<file path="src/rtl/wb_pkg.sv">
// wb_pkg: shared definitions for the writeback stage.
//   - control-word bit positions of cntrl_w_in
//   - default depth of the FU result FIFO
//   - wb_entry_t: one register-file write (target file, register, data)
package wb_pkg;

   localparam int WB_REGWRITE = 0;
   localparam int WB_MEMTOREG = 1;
   localparam int WB_FPSEL    = 2;

   localparam int WB_DEPTH    = 4;

   typedef struct packed {
      logic        fp;
      logic [3:0]  addr;
      logic [31:0] data;
   } wb_entry_t;

   localparam int WB_ENTRY_W = $bits(wb_entry_t);

endpackage

</file>
<file path="src/rtl/wb_result_fifo.sv">
// wb_result_fifo: synchronous DEPTH x WIDTH FIFO for long-latency FU results.
// Ports:
//   clk, rst      clock, asynchronous active-high reset
//   push, din     enqueue request and data (ignored while full)
//   pop           dequeue request (ignored while empty)
//   dout          current head, visible combinationally
//   count         number of valid entries (0..DEPTH)
//   full, empty   status flags derived from count
// DEPTH must be a power of two >= 2 so the pointers wrap naturally.
module wb_result_fifo
   import wb_pkg::*;
#(
   parameter int DEPTH = WB_DEPTH,
   parameter int WIDTH = WB_ENTRY_W,
   localparam int PW   = $clog2(DEPTH),
   localparam int CW   = PW + 1
) (
   input  logic             clk,
   input  logic             rst,
   input  logic             push,
   input  logic             pop,
   input  logic [WIDTH-1:0] din,
   output logic [WIDTH-1:0] dout,
   output logic [CW-1:0]    count,
   output logic             full,
   output logic             empty
);

   logic [WIDTH-1:0] mem [DEPTH];
   logic [PW-1:0]    wr_ptr;
   logic [PW-1:0]    rd_ptr;
   logic             do_push;
   logic             do_pop;

   assign full    = (count == CW'(DEPTH));
   assign empty   = (count == '0);
   assign do_push = push & ~full;
   assign do_pop  = pop & ~empty;
   assign dout    = mem[rd_ptr];

   // Contents are cleared on reset so nothing stale can ever surface as a head.
   always_ff @(posedge clk or posedge rst) begin
      if (rst) begin
         wr_ptr <= '0;
         rd_ptr <= '0;
         count  <= '0;
         for (int i = 0; i < DEPTH; i++) begin
            mem[i] <= '0;
         end
      end else begin
         if (do_push) begin
            mem[wr_ptr] <= din;
            wr_ptr      <= wr_ptr + PW'(1);
         end
         if (do_pop) begin
            rd_ptr <= rd_ptr + PW'(1);
         end
         // Simultaneous push and pop leave the occupancy unchanged.
         case ({do_push, do_pop})
            2'b10:   count <= count + CW'(1);
            2'b01:   count <= count - CW'(1);
            default: count <= count;
         endcase
      end
   end

endmodule

</file>
<file path="src/rtl/wb_stage.sv">
// wb_stage: writeback stage merging the in-order MEM stream with buffered
// out-of-order FU results onto the single register-file write port.
// Ports:
//   clk, rst                      clock, asynchronous active-high reset
//   Z_in, alu_in, mem_in          MEM beat: destination, ALU result, load data
//   cntrl_w_in                    [0] RegWrite [1] MemToReg [2] FP select [3] unused
//   fu_valid_in, fu_Z_in,
//   fu_data_in, fu_fp_in          FU result beat
//   fu_ready_out                  FU result FIFO can accept a beat
//   stall_out                     MEM must hold and re-present its beat
//   rf_we_out, rf_fp_out,
//   rf_addr_out, rf_data_out      registered register-file write
//
// Handshake: an FU beat transfers on a rising edge where fu_valid_in and
// fu_ready_out are both high; fu_ready_out depends only on FIFO occupancy.
// A beat offered while fu_ready_out is low is dropped. The MEM stream has no
// valid/ready pair: stall_out high means the beat was not taken this edge.
module wb_stage
   import wb_pkg::*;
#(
   parameter int DEPTH = WB_DEPTH
) (
   input  logic        clk,
   input  logic        rst,
   input  logic [3:0]  Z_in,
   input  logic [31:0] alu_in,
   input  logic [31:0] mem_in,
   input  logic [3:0]  cntrl_w_in,
   input  logic        fu_valid_in,
   input  logic [3:0]  fu_Z_in,
   input  logic [31:0] fu_data_in,
   input  logic        fu_fp_in,
   output logic        fu_ready_out,
   output logic        stall_out,
   output logic        rf_we_out,
   output logic        rf_fp_out,
   output logic [3:0]  rf_addr_out,
   output logic [31:0] rf_data_out
);

   localparam int CW = $clog2(DEPTH) + 1;

   logic                  mw;
   logic                  full;
   logic                  empty;
   logic                  push;
   logic                  pop;
   logic [CW-1:0]         fifo_count;
   logic [WB_ENTRY_W-1:0] head_bits;
   wb_entry_t             head;
   wb_entry_t             fu_entry;
   wb_entry_t             mem_entry;
   wb_entry_t             sel;
   logic                  sel_we;
   logic                  sel_src;   // 1 = FIFO head, 0 = MEM beat
   logic                  rf_src;    // source of the write currently on rf_*
   logic                  unused_bits;

   assign unused_bits = ^{cntrl_w_in[3], fifo_count};

   assign mw        = cntrl_w_in[WB_REGWRITE];
   assign head      = wb_entry_t'(head_bits);
   assign fu_entry  = '{fp: fu_fp_in, addr: fu_Z_in, data: fu_data_in};
   assign mem_entry = '{fp:   cntrl_w_in[WB_FPSEL],
                        addr: Z_in,
                        data: cntrl_w_in[WB_MEMTOREG] ? mem_in : alu_in};

   // Stall depends only on occupancy and the MEM request, never on fu_valid_in,
   // so MEM can use it without a combinational path through the FU side.
   assign fu_ready_out = ~full;
   assign stall_out    = full & mw;
   assign push         = fu_valid_in & ~full;

   wb_result_fifo #(
      .DEPTH (DEPTH),
      .WIDTH (WB_ENTRY_W)
   ) u_fifo (
      .clk   (clk),
      .rst   (rst),
      .push  (push),
      .pop   (pop),
      .din   (fu_entry),
      .dout  (head_bits),
      .count (fifo_count),
      .full  (full),
      .empty (empty)
   );

   // A full FIFO wins over MEM so it always drains; otherwise MEM has priority
   // and FU results fill idle slots.
   always_comb begin
      sel     = '0;
      sel_we  = 1'b0;
      sel_src = 1'b0;
      pop     = 1'b0;
      if (full && mw) begin
         sel     = head;
         sel_we  = 1'b1;
         sel_src = 1'b1;
         pop     = 1'b1;
      end else if (mw) begin
         sel     = mem_entry;
         sel_we  = 1'b1;
      end else if (!empty) begin
         sel     = head;
         sel_we  = 1'b1;
         sel_src = 1'b1;
         pop     = 1'b1;
      end
   end

   always_ff @(posedge clk or posedge rst) begin
      if (rst) begin
         rf_we_out   <= 1'b0;
         rf_fp_out   <= 1'b0;
         rf_addr_out <= '0;
         rf_data_out <= '0;
         rf_src      <= 1'b0;
      end else begin
         rf_we_out   <= sel_we;
         rf_fp_out   <= sel.fp;
         rf_addr_out <= sel.addr;
         rf_data_out <= sel.data;
         rf_src      <= sel_src;
      end
   end

`ifndef SYNTHESIS
   // WAW ordering is owned by issue; flag back-to-back writes of the same
   // register from different sources so an issue bug is visible in simulation.
   always @(posedge clk) begin
      if (!rst && rf_we_out && sel_we && (rf_src != sel_src)) begin
         assert (!((rf_fp_out == sel.fp) && (rf_addr_out == sel.addr)))
            else $error("wb_stage WAW hazard on fp=%0d reg=%0d", sel.fp, sel.addr);
      end
   end
`endif

endmodule

</file>
<file path="config.mk">
export PLATFORM = sky130hd
export DESIGN_NAME = wb_stage
export DESIGN_NICKNAME = d
export VERILOG_FILES = /design/src/rtl/wb_pkg.sv /design/src/rtl/wb_result_fifo.sv /design/src/rtl/wb_stage.sv
export SDC_FILE = /design/constraint.sdc
export NUM_CORES = 1
export LEC_CHECK = 0
export CORE_MARGIN = 4
export CORE_UTILIZATION = 35
export DETAILED_ROUTE_END_ITERATION = 8
export DONT_BUFFER_PORTS = 1
export RECOVER_POWER = 50
export SLEW_MARGIN = 0
export SYNTH_ARGS = -nofsm -noshare
export SYNTH_HDL_FRONTEND = slang
export SYNTH_SLANG_ARGS = --single-unit
</file>
<file path="constraint.sdc">
create_clock -name clk -period 19.8 [get_ports clk]
set_input_delay 3.96 -clock clk [delete_from_list [all_inputs] [get_ports clk]]
set_output_delay 3.96 -clock clk [all_outputs]
set_load 0.05 [all_outputs]
</file>
==> results of run 1 <==
[sequential cells by signal, indices dropped and copies added (netlist names)]
name / cells
rf_fp_out: 1
u_fifo.mem: 148
u_fifo.rd_ptr: 2
rf_data_out: 32
rf_we_out: 1
rf_addr_out: 4
u_fifo.wr_ptr: 2
u_fifo.count: 3
[kinds of logic after synthesis]
family	synth area share
xor+xnor	0.005768
fa+ha+maj	0.009064
mux	0.3507
compound gates	0.03200
flops	0.5301
simple gates	0.02143
buf+inv	0.05095
[metrics by stage]
step	hold slack, ps	util
3_3_place_gp	458.7	0.3628
3_5_place_dp	467.9	0.3628
5_1_grt	482.4	0.3842
6_report	488.3	0.3842
4_1_cts	478.9	0.3859
2_1_floorplan	442.5	-
[layout make-up]
type | count | area, µm²
clock buffer | 18 | 439.2
clock inverter | 14 | 147.6
fill | 2336 | 15640
inverter | 27 | 107.6
multi-input combinational | 300 | 3792
sequential | 193 | 4832
tap | 330 | 412.9
timing repair buffer | 4 | 26.28
[worst max-delay path by stage]
stage / startpoint / end / depth (start not counted)
global route: rst / u_fifo.rd_ptr[1]$_DFFE_PP0P_ / 1
global placement: cntrl_w_in[0] / stall_out / 1
finish: cntrl_w_in[0] / stall_out / 1
CTS: cntrl_w_in[0] / stall_out / 1
floorplan: rst / rf_addr_out[0]$_DFF_PP0_ / 1
detailed placement: cntrl_w_in[0] / stall_out / 1
[cells in the final DEF, fill, tap and decap left out, drive strengths merged, types with 6 or more instances in the layout]
cell type,n
inv,32
mux4,37
nand2,20
dfrtp,193
o22ai,19
mux2,162
mux2i,20
clkinv,6
clkbuf,19
a2bb2oi,18
[report_power, final]
| part | switching [µW] | internal, µW | total, µW | leakage, µW |
|---|---|---|---|---|
| logic | 254 | 420 | 674 | 0.00188 |
| registers | 245 | 596 | 841 | 0.00230 |
| clock network | 172 | 172 | 343 | 0.000280 |
[metal layers]
layer  vias up  share of wire  global-route usage
li1       1998              -                   -
met1      2504           0.42              0.1858
met2       100           0.53              0.2506
met3        12          0.041             0.03424
met4         0         0.0098             0.03640
met5         -              0                   0
==> qor.yml, run 1 <==
status: "complete, but fails checks"
violations: "capacitance limit, slew limit"
drv_slew: 248
wirelength_um: 20390
cap_violations: 4
tightest_slew_ps: 5987
die-area_um2: 28680
setup_viol: 0
path_clk_slew_ps: 80
postRouteAntennaNets: 0
synth_area_leaders: "dfrtp_1 53%, mux2_4 15%, mux4_2 9.1%, mux2_2 8.9%, mux2i_1 2.2%"
post_cts_resized: 0
syn_inst: 554
max_freq_ghz: 0.1198
htree_num_levels: 4
rsz0062_at_grt: "no"
regToRegEndpoint: "u_fifo.mem[130]$_DFFE_PP0P_"
preCtsSetupSlack_ps: 11450
synth-async-reset-ratio: 1.000
grt_pass1_vias: 5261
synth-main-ff-cell: "dfrtp_1"
synth-seq-area-share: 0.5301
core_um2: 25400
max_slew_margin: -3.013
crit_slowest_cell: "and2_1"
cpPeakStageDelay_ps: 420
dr.pass1.iters: 4
fin_cells: 886
diodes: 0
placement.io_buffers: 0
synth_cell_types: 29
antenna_found_initial: 0
ys_ff_latch: 193
yosysTopAreaCell: "dfrtp_1"
clock_path_buffers: 2
route.vias.total: 4614
cts_root_buffer: "clkbuf_16"
peakVddDrop_v: 0.00005726
leakage_uw: 0.004457
area_delta_synth_final_pct: 7.100
drive_gt1_frac: 0.4371
synth.net_count: 672
timing.final.ws_setup_ps: 11450
cts_tree: "yes"
num_rows: 58
post-place-cells: 854
syn_area_um2: 9111
path_buf_inv: 0
synth.most_common_cell: "dfrtp_1"
start_util: 0.3587
hold_depth: 1
synth_edf_count: 0
avgRoutedWirePerCell_um: 23.01
die_x_um: 169.3
arrival_ps: 4390
cts_made_buffers: 17
synth_warnings: 0
end_kind: "output port"
grt_max_degree: 133
die_h_um: 169.3
grt_pass1_wl_um: 31800
final_area_um2: 9758
crit_fanout: 23
crit_family: "simple AND/OR/NAND/NOR gates"
track_usage: 0.1453
min-delay-start: "u_fifo.count[2]$_DFFE_PP0P_"
worstPathRequired_ps: 15840
power_density_nw_per_um2: 190.5
cp_cell_sequence: "and2_1"
reg2reg_from: "u_fifo.count[2]$_DFFE_PP0P_"
final.setup.tns_ps: 0
synth_common_cells: "193 x dfrtp_1, 90 x mux2_4, 72 x mux2_2"
gp_congestion: 0.6912
reg2reg_depth: 4
drt_iter0_markers: 273
cts_hold_buf: 0
p_total_uw: 1859
critPathKind: "primary input to output port"
post_dp_cell_area_um2: 9214
avgSynthCellArea_um2: 16.45
skew_ps: 10.92
clk_latency_ps: 430
min_path_type: "register to register"
fin_crit_ps: 8348
finalNetCount: 661
netlist.area_leader.share: 0.5301
worstHoldEndpoint: "u_fifo.count[2]$_DFFE_PP0P_"
io_pins: 152
grt-ovfl-total: 0
worst_setup_path_start_kind: "primary input"
final-hold-violation-count: 0
post-cts-setup-buffer-count: 0
via_per_inst: 5.208
clock-sinks: 193
finalCritPeriodShare: 0.4216
rrSetupSlack_ps: 15900
dp_hpwl_um: 12120
drcViolationCount: 0
Note: power is estimated with default switching activity, not from simulation.
==> run 2, diff against run 1 <==
clock period = 7.1 ns   (was 19.8 ns; I/O delays follow)
==> qor.yml, run 2 (same netlist as run 1, synthesis figures left out) <==
status: "complete, but fails checks"  # unchanged
violations: "capacitance limit, slew limit"  # unchanged
worstPathRequired_ps: 5680  # was 15840 ps
path_buf_inv: 1  # was 0
p_total_uw: 5120  # was 1859 µW
power_frac_clock: 0.181  # was 0.185
dr.pass1.iters: 4  # unchanged
p_sw_frac: 0.3621  # was 0.3614
io_pins: 152  # unchanged
critPathKind: "register to output port"  # was primary input to output port
cts_hold_buf: 0  # unchanged
reg2reg_from: "u_fifo.count[0]$_DFFE_PP0P_"  # was u_fifo.count[2]$_DFFE_PP0P_
finalNetCount: 661  # unchanged
top_register: "u_fifo.mem"  # unchanged
rsz0062_at_grt: "no"  # unchanged
grt_pass1_vias: 5429  # was 5261
largest_reg_flops: 148  # unchanged
peakVddDrop_v: 0.0001755  # was 0.00005726 V
max_freq_ghz: 0.2433
path_clk_slew_ps: 70  # was 80 ps
reg_top3: "u_fifo.mem x148, rf_data_out x32, rf_addr_out x4"  # unchanged
drcViolationCount: 0  # unchanged
layout_commonest_cell: "dfrtp_1"  # unchanged
min-delay-start: "u_fifo.count[2]$_DFFE_PP0P_"  # unchanged
crit_family: "buffers and inverters"  # was simple AND/OR/NAND/NOR gates
die_x_um: 169.3  # unchanged
regToRegEndpoint: "u_fifo.count[2]$_DFFE_PP0P_"  # was u_fifo.mem[130]$_DFFE_PP0P_
final-hold-violation-count: 0  # unchanged
gp_congestion: 0.7261  # was 0.6912
cp_cell_sequence: "nor3b_1 > clkinvlp_2"  # was and2_1
postRouteAntennaNets: 0  # unchanged
end_kind: "output port"  # unchanged
reg2reg_depth: 9  # was 4
diodes: 0  # unchanged
cts_tree: "yes"  # unchanged
setup_viol: 0  # unchanged
dp_hpwl_um: 12300  # was 12120 µm
leakage_uw: 0.004425  # was 0.004457 µW
drive_gt1_frac: 0.4306  # was 0.4371
drt_iter0_markers: 232  # was 273
cpPeakStageDelay_ps: 1140  # was 420 ps
fin_crit_ps: 4110
final.setup.tns_ps: 0  # unchanged
power_density_nw_per_um2: 525.9  # was 190.5 nW/µm²
max_slew_margin: -0.4996  # was -3.013
pwr-share-comb: 0.363  # about the same
min_path_type: "register to register"  # unchanged
wirelength_um: 20500  # was 20390 µm
htree_num_levels: 4  # unchanged
clock_path_buffers: 2  # unchanged
grt_max_degree: 127  # was 133
crit_fanout: 8  # was 23
cts_root_buffer: "clkbuf_16"  # unchanged
switchingPower_uw: 1854  # was 671.8 µW
worstHoldEndpoint: "u_fifo.count[2]$_DFFE_PP0P_"  # unchanged
grt_pass1_wl_um: 32140  # was 31800 µm
final_cell_mix: "191 x dfrtp_1, 86 x mux2_4, 72 x mux2_2"  # was 191 x dfrtp_1, 90 x mux2_4, 72 x mux2_2
hold_depth: 1  # unchanged
num_rows: 58  # unchanged
cts_made_buffers: 17  # unchanged
die-area_um2: 28680  # unchanged
core_um2: 25400  # unchanged
route.vias.total: 4683  # was 4614
cap_violations: 1  # was 4
worst_setup_path_start_kind: "register"  # was primary input
crit_slowest_cell: "clkinvlp_2"  # was and2_1
antenna_found_initial: 0  # unchanged
grt-ovfl-total: 0  # unchanged
avgRoutedWirePerCell_um: 23.16  # was 23.01 µm
tightest_slew_ps: 2249  # was 5987 ps
die_h_um: 169.3  # unchanged
arrival_ps: 2690  # was 4390 ps
internal_power_uw: 3266  # was 1187 µW
post_cts_resized: 0  # unchanged
post-cts-setup-buffer-count: 0  # unchanged
skew_ps: 15.20  # was 10.92 ps
clk_latency_ps: 430  # about the same
via_per_inst: 5.292  # was 5.208
sequentialPowerShare: 0.455  # was 0.453
finalCritPeriodShare: 0.5788
drv_slew: 39  # was 248
start_util: 0.3587  # unchanged
area_delta_synth_final_pct: 6.866  # was 7.100%
rrSetupSlack_ps: 3130  # was 15900 ps
track_usage: 0.1454  # was 0.1453
placement.io_buffers: 0  # unchanged
clock-sinks: 193  # unchanged
[run 2: cell count changes in the layout (fill, tap and decap cells not counted), moves of 2 or more]
cell / delta
mux2_1: +4
clkinv_8: -2
nand3_1: -2
nand3_4: +2
inv_8: +2
mux2_4: -4
[run 2: power groups by stage]
stage / clock, µW / sequential (µW) / combinational [µW]
2_1_floorplan: 0 / 2240 / 1680
3_3_place_gp: 0 / 2300 / 1850
3_5_place_dp: 0 / 2360 / 1910
4_1_cts: 955 / 2340 / 1920
5_1_grt: 1010 / 2400 / 2010
6_report: 928 / 2330 / 1860
[run 2: layout make-up]
type | instances | area, µm²
Clock inverter | 13 | 122.6
Clock buffer | 18 | 439.2
Inverter | 27 | 110.1
Multi-Input combinational cell | 300 | 3794
Sequential cell | 193 | 4832
Timing Repair Buffer | 4 | 26.28
Fill cell | 2370 | 15660
Tap cell | 330 | 412.9
[run 2: per-stage QoR]
stage	cells	instance area [µm²]	hold slack, ps	utilization	setup WS, ps
after floorplan	554	9111	442.5	-	424.5
after global placement	854	9214	459.6	0.3628	3833
after detailed placement	854	9214	474.2	0.3628	3819
after CTS	885	9776	484.2	0.3849	3819
after global routing	885	9737	510.8	0.3834	2695
final	885	9737	478.6	0.3834	2990
[run 2: routing by layer]
layer	vias up	track usage	wire, µm
met1	2561	0.1862	8868
li1	1997	-	-
met3	15	0.03354	911
met4	0	0.04200	221
met5	-	0	0
met2	110	0.2480	10500
[run 2: worst max path at each step]
stage / cells past startpoint / slack [ps] / start / end
2_1_floorplan: 1 / 420 / rst / rf_addr_out[0]$_DFF_PP0_
3_3_place_gp: 1 / 3830 / cntrl_w_in[0] / stall_out
3_5_place_dp: 1 / 3820 / cntrl_w_in[0] / stall_out
4_1_cts: 1 / 3820 / cntrl_w_in[0] / stall_out
5_1_grt: 2 / 2700 / u_fifo.count[0]$_DFFE_PP0P_ / fu_ready_out
6_report: 2 / 2990 / u_fifo.count[0]$_DFFE_PP0P_ / fu_ready_out
==> run 3, diff against run 2 <==
clock period = 3.49 ns   (was 7.1 ns; I/O delays follow)
==> qor.yml, run 3 (same netlist as run 1, synthesis figures left out) <==
worst_setup_path_start_kind: "register"  # unchanged
dr.pass1.iters: 4  # unchanged
critPathKind: "register to output port"  # unchanged
leakage_uw: 0.004495  # was 0.004425 µW
cts_made_buffers: 17  # unchanged
avgRoutedWirePerCell_um: 23.17  # was 23.16 µm
wl_met3_um: 847  # was 911 µm
via_per_inst: 5.230  # was 5.292
start_util: 0.3587  # unchanged
min_path_type: "primary input to async pin"  # was register to register
largest_reg_flops: 148  # unchanged
reg2reg_from: "u_fifo.count[1]$_DFFE_PP0P_"  # was u_fifo.count[0]$_DFFE_PP0P_
power_density_nw_per_um2: 1079  # was 525.9 nW/µm²
drt_iter0_markers: 191  # was 232
top_layer: "met4"  # unchanged
post-place-cells: 856  # was 854
layout_commonest_cell: "dfrtp_1"  # unchanged
diodes: 0  # unchanged
drcViolationCount: 0  # unchanged
final-hold-violation-count: 0  # unchanged
dr_wl_met2_um: 10600  # was 10500 µm
arrival_ps: 1810  # was 2690 ps
finalCritPeriodShare: 0.7187
reg_top3: "u_fifo.mem x148, rf_data_out x32, rf_addr_out x4"  # unchanged
max_slew_margin: 0.2111  # was -0.4996
crit_path_end: "stall_out"  # was fu_ready_out
grt_pass1_vias: 5395  # was 5429
io_pins: 152  # unchanged
seq_area_um2: 4831  # was 4832 µm²
route.vias.total: 4644  # was 4683
post-cts-setup-buffer-count: 0  # unchanged
clock_path_buffers: 2  # unchanged
cts_tree: "yes"  # unchanged
final_cell_mix: "192 x dfrtp_1, 90 x mux2_4, 72 x mux2_2"  # was 191 x dfrtp_1, 86 x mux2_4, 72 x mux2_2
clock-sinks: 193  # unchanged
startpoint: "u_fifo.count[1]$_DFFE_PP0P_"  # was u_fifo.count[0]$_DFFE_PP0P_
cap_violations: 0  # was 1
multi_input_area_um2: 3825  # was 3794 µm²
rrSetupSlack_ps: 1120  # was 3130 ps
setup_viol: 0  # unchanged
antenna_found_initial: 0  # unchanged
skew_ps: 16.80  # was 15.20 ps
status: "completed"  # was complete, but fails checks
path_clk_slew_ps: 80  # was 70 ps
worstPathRequired_ps: 2790  # was 5680 ps
fin_crit_ps: 2508
end_kind: "output port"  # unchanged
die-area_um2: 28680  # unchanged
fillers: 2328  # was 2370
clk_latency_ps: 430  # about the same
die_h_um: 169.3  # unchanged
crit_fanout: 5  # was 8
wirelength_um: 20580  # was 20500 µm
drv_slew: 0  # was 39
placement.io_buffers: 0  # unchanged
preCtsSetupSlack_ps: 1118  # was 3819 ps
grt-ovfl-total: 0  # unchanged
top_register: "u_fifo.mem"  # unchanged
htree_num_levels: 4  # unchanged
dp_hpwl_um: 12570  # was 12300 µm
postRouteAntennaNets: 0  # unchanged
core_um2: 25400  # unchanged
grt_max_degree: 88  # was 127
post_cts_resized: 0  # unchanged
finalNetCount: 663  # was 661
cts_root_buffer: "clkbuf_16"  # unchanged
track_usage: 0.1454  # about the same
post_dp_cell_area_um2: 9250  # was 9214 µm²
reg2reg_depth: 9  # unchanged
area_delta_synth_final_pct: 7.992  # was 6.866%
timing.final.ws_setup_ps: 981.7  # was 2990 ps
max_freq_ghz: 0.3987
cts_hold_buf: 0  # unchanged
fin_cells: 888  # was 885
final.setup.tns_ps: 0  # unchanged
regToRegEndpoint: "u_fifo.count[2]$_DFFE_PP0P_"  # unchanged
final_area_um2: 9839  # was 9737 µm²
rsz0062_at_grt: "no"  # unchanged
die_x_um: 169.3  # unchanged
gp_congestion: 0.6779  # was 0.7261
peakVddDrop_v: 0.0004680  # was 0.0001755 V
tightest_slew_ps: 1183  # was 2249 ps
grt_pass1_wl_um: 32110  # was 32140 µm
final_core_util: 0.3874  # was 0.3834
drive_gt1_frac: 0.4444  # was 0.4306
drt-met1-wl_um: 8892  # was 8868 µm
num_rows: 58  # unchanged
## run 3: worst max-delay path: stages, from the launching register on
cell and delay [ps]:
dfrtp_1 430, nor3b_4 410, and2_1 540
## run 3: how the worst min path moves through the flow
stage / to / slack, ps / depth (start not counted)
2_1_floorplan: u_fifo.count[2]$_DFFE_PP0P_ / 440 / 1
3_3_place_gp: u_fifo.count[2]$_DFFE_PP0P_ / 460 / 1
3_5_place_dp: u_fifo.count[2]$_DFFE_PP0P_ / 470 / 1
4_1_cts: u_fifo.mem[61]$_DFFE_PP0P_ / 200 / 1
5_1_grt: rf_addr_out[0]$_DFF_PP0_ / 380 / 2
6_report: u_fifo.mem[61]$_DFFE_PP0P_ / 370 / 1
## run 3: area by class of cell
class | count | share of cell area
clock buffers | 18 | 0.04463
clock inverters | 14 | 0.01717
inverters | 27 | 0.01094
multi-input cells | 300 | 0.3887
flip-flops and latches | 193 | 0.4910
well taps | 330 | 0.04196
repair buffers | 6 | 0.005595
## run 3: where the power goes
group          internal [µW]  leakage [µW]  switching [µW]
clock                   1100      0.000295             939
combinational           2340       0.00190            1360
sequential              3370       0.00230            1490
## run 3: through the flow
stage                     total power, µW  hold slack (ps)
after floorplan                      7961            442.5
after global placement               8446            458.1
after detailed placement             8678            470.4
after CTS                           10770            201.0
after global routing                11200            377.7
final                               10620            371.2
## run 3: layer usage
layer / track usage / vias up
met3: 0.03680 / 13
met2: 0.2473 / 95
li1: - / 2000
met4: 0.03885 / 0
met5: 0 / -
met1: 0.1860 / 2536
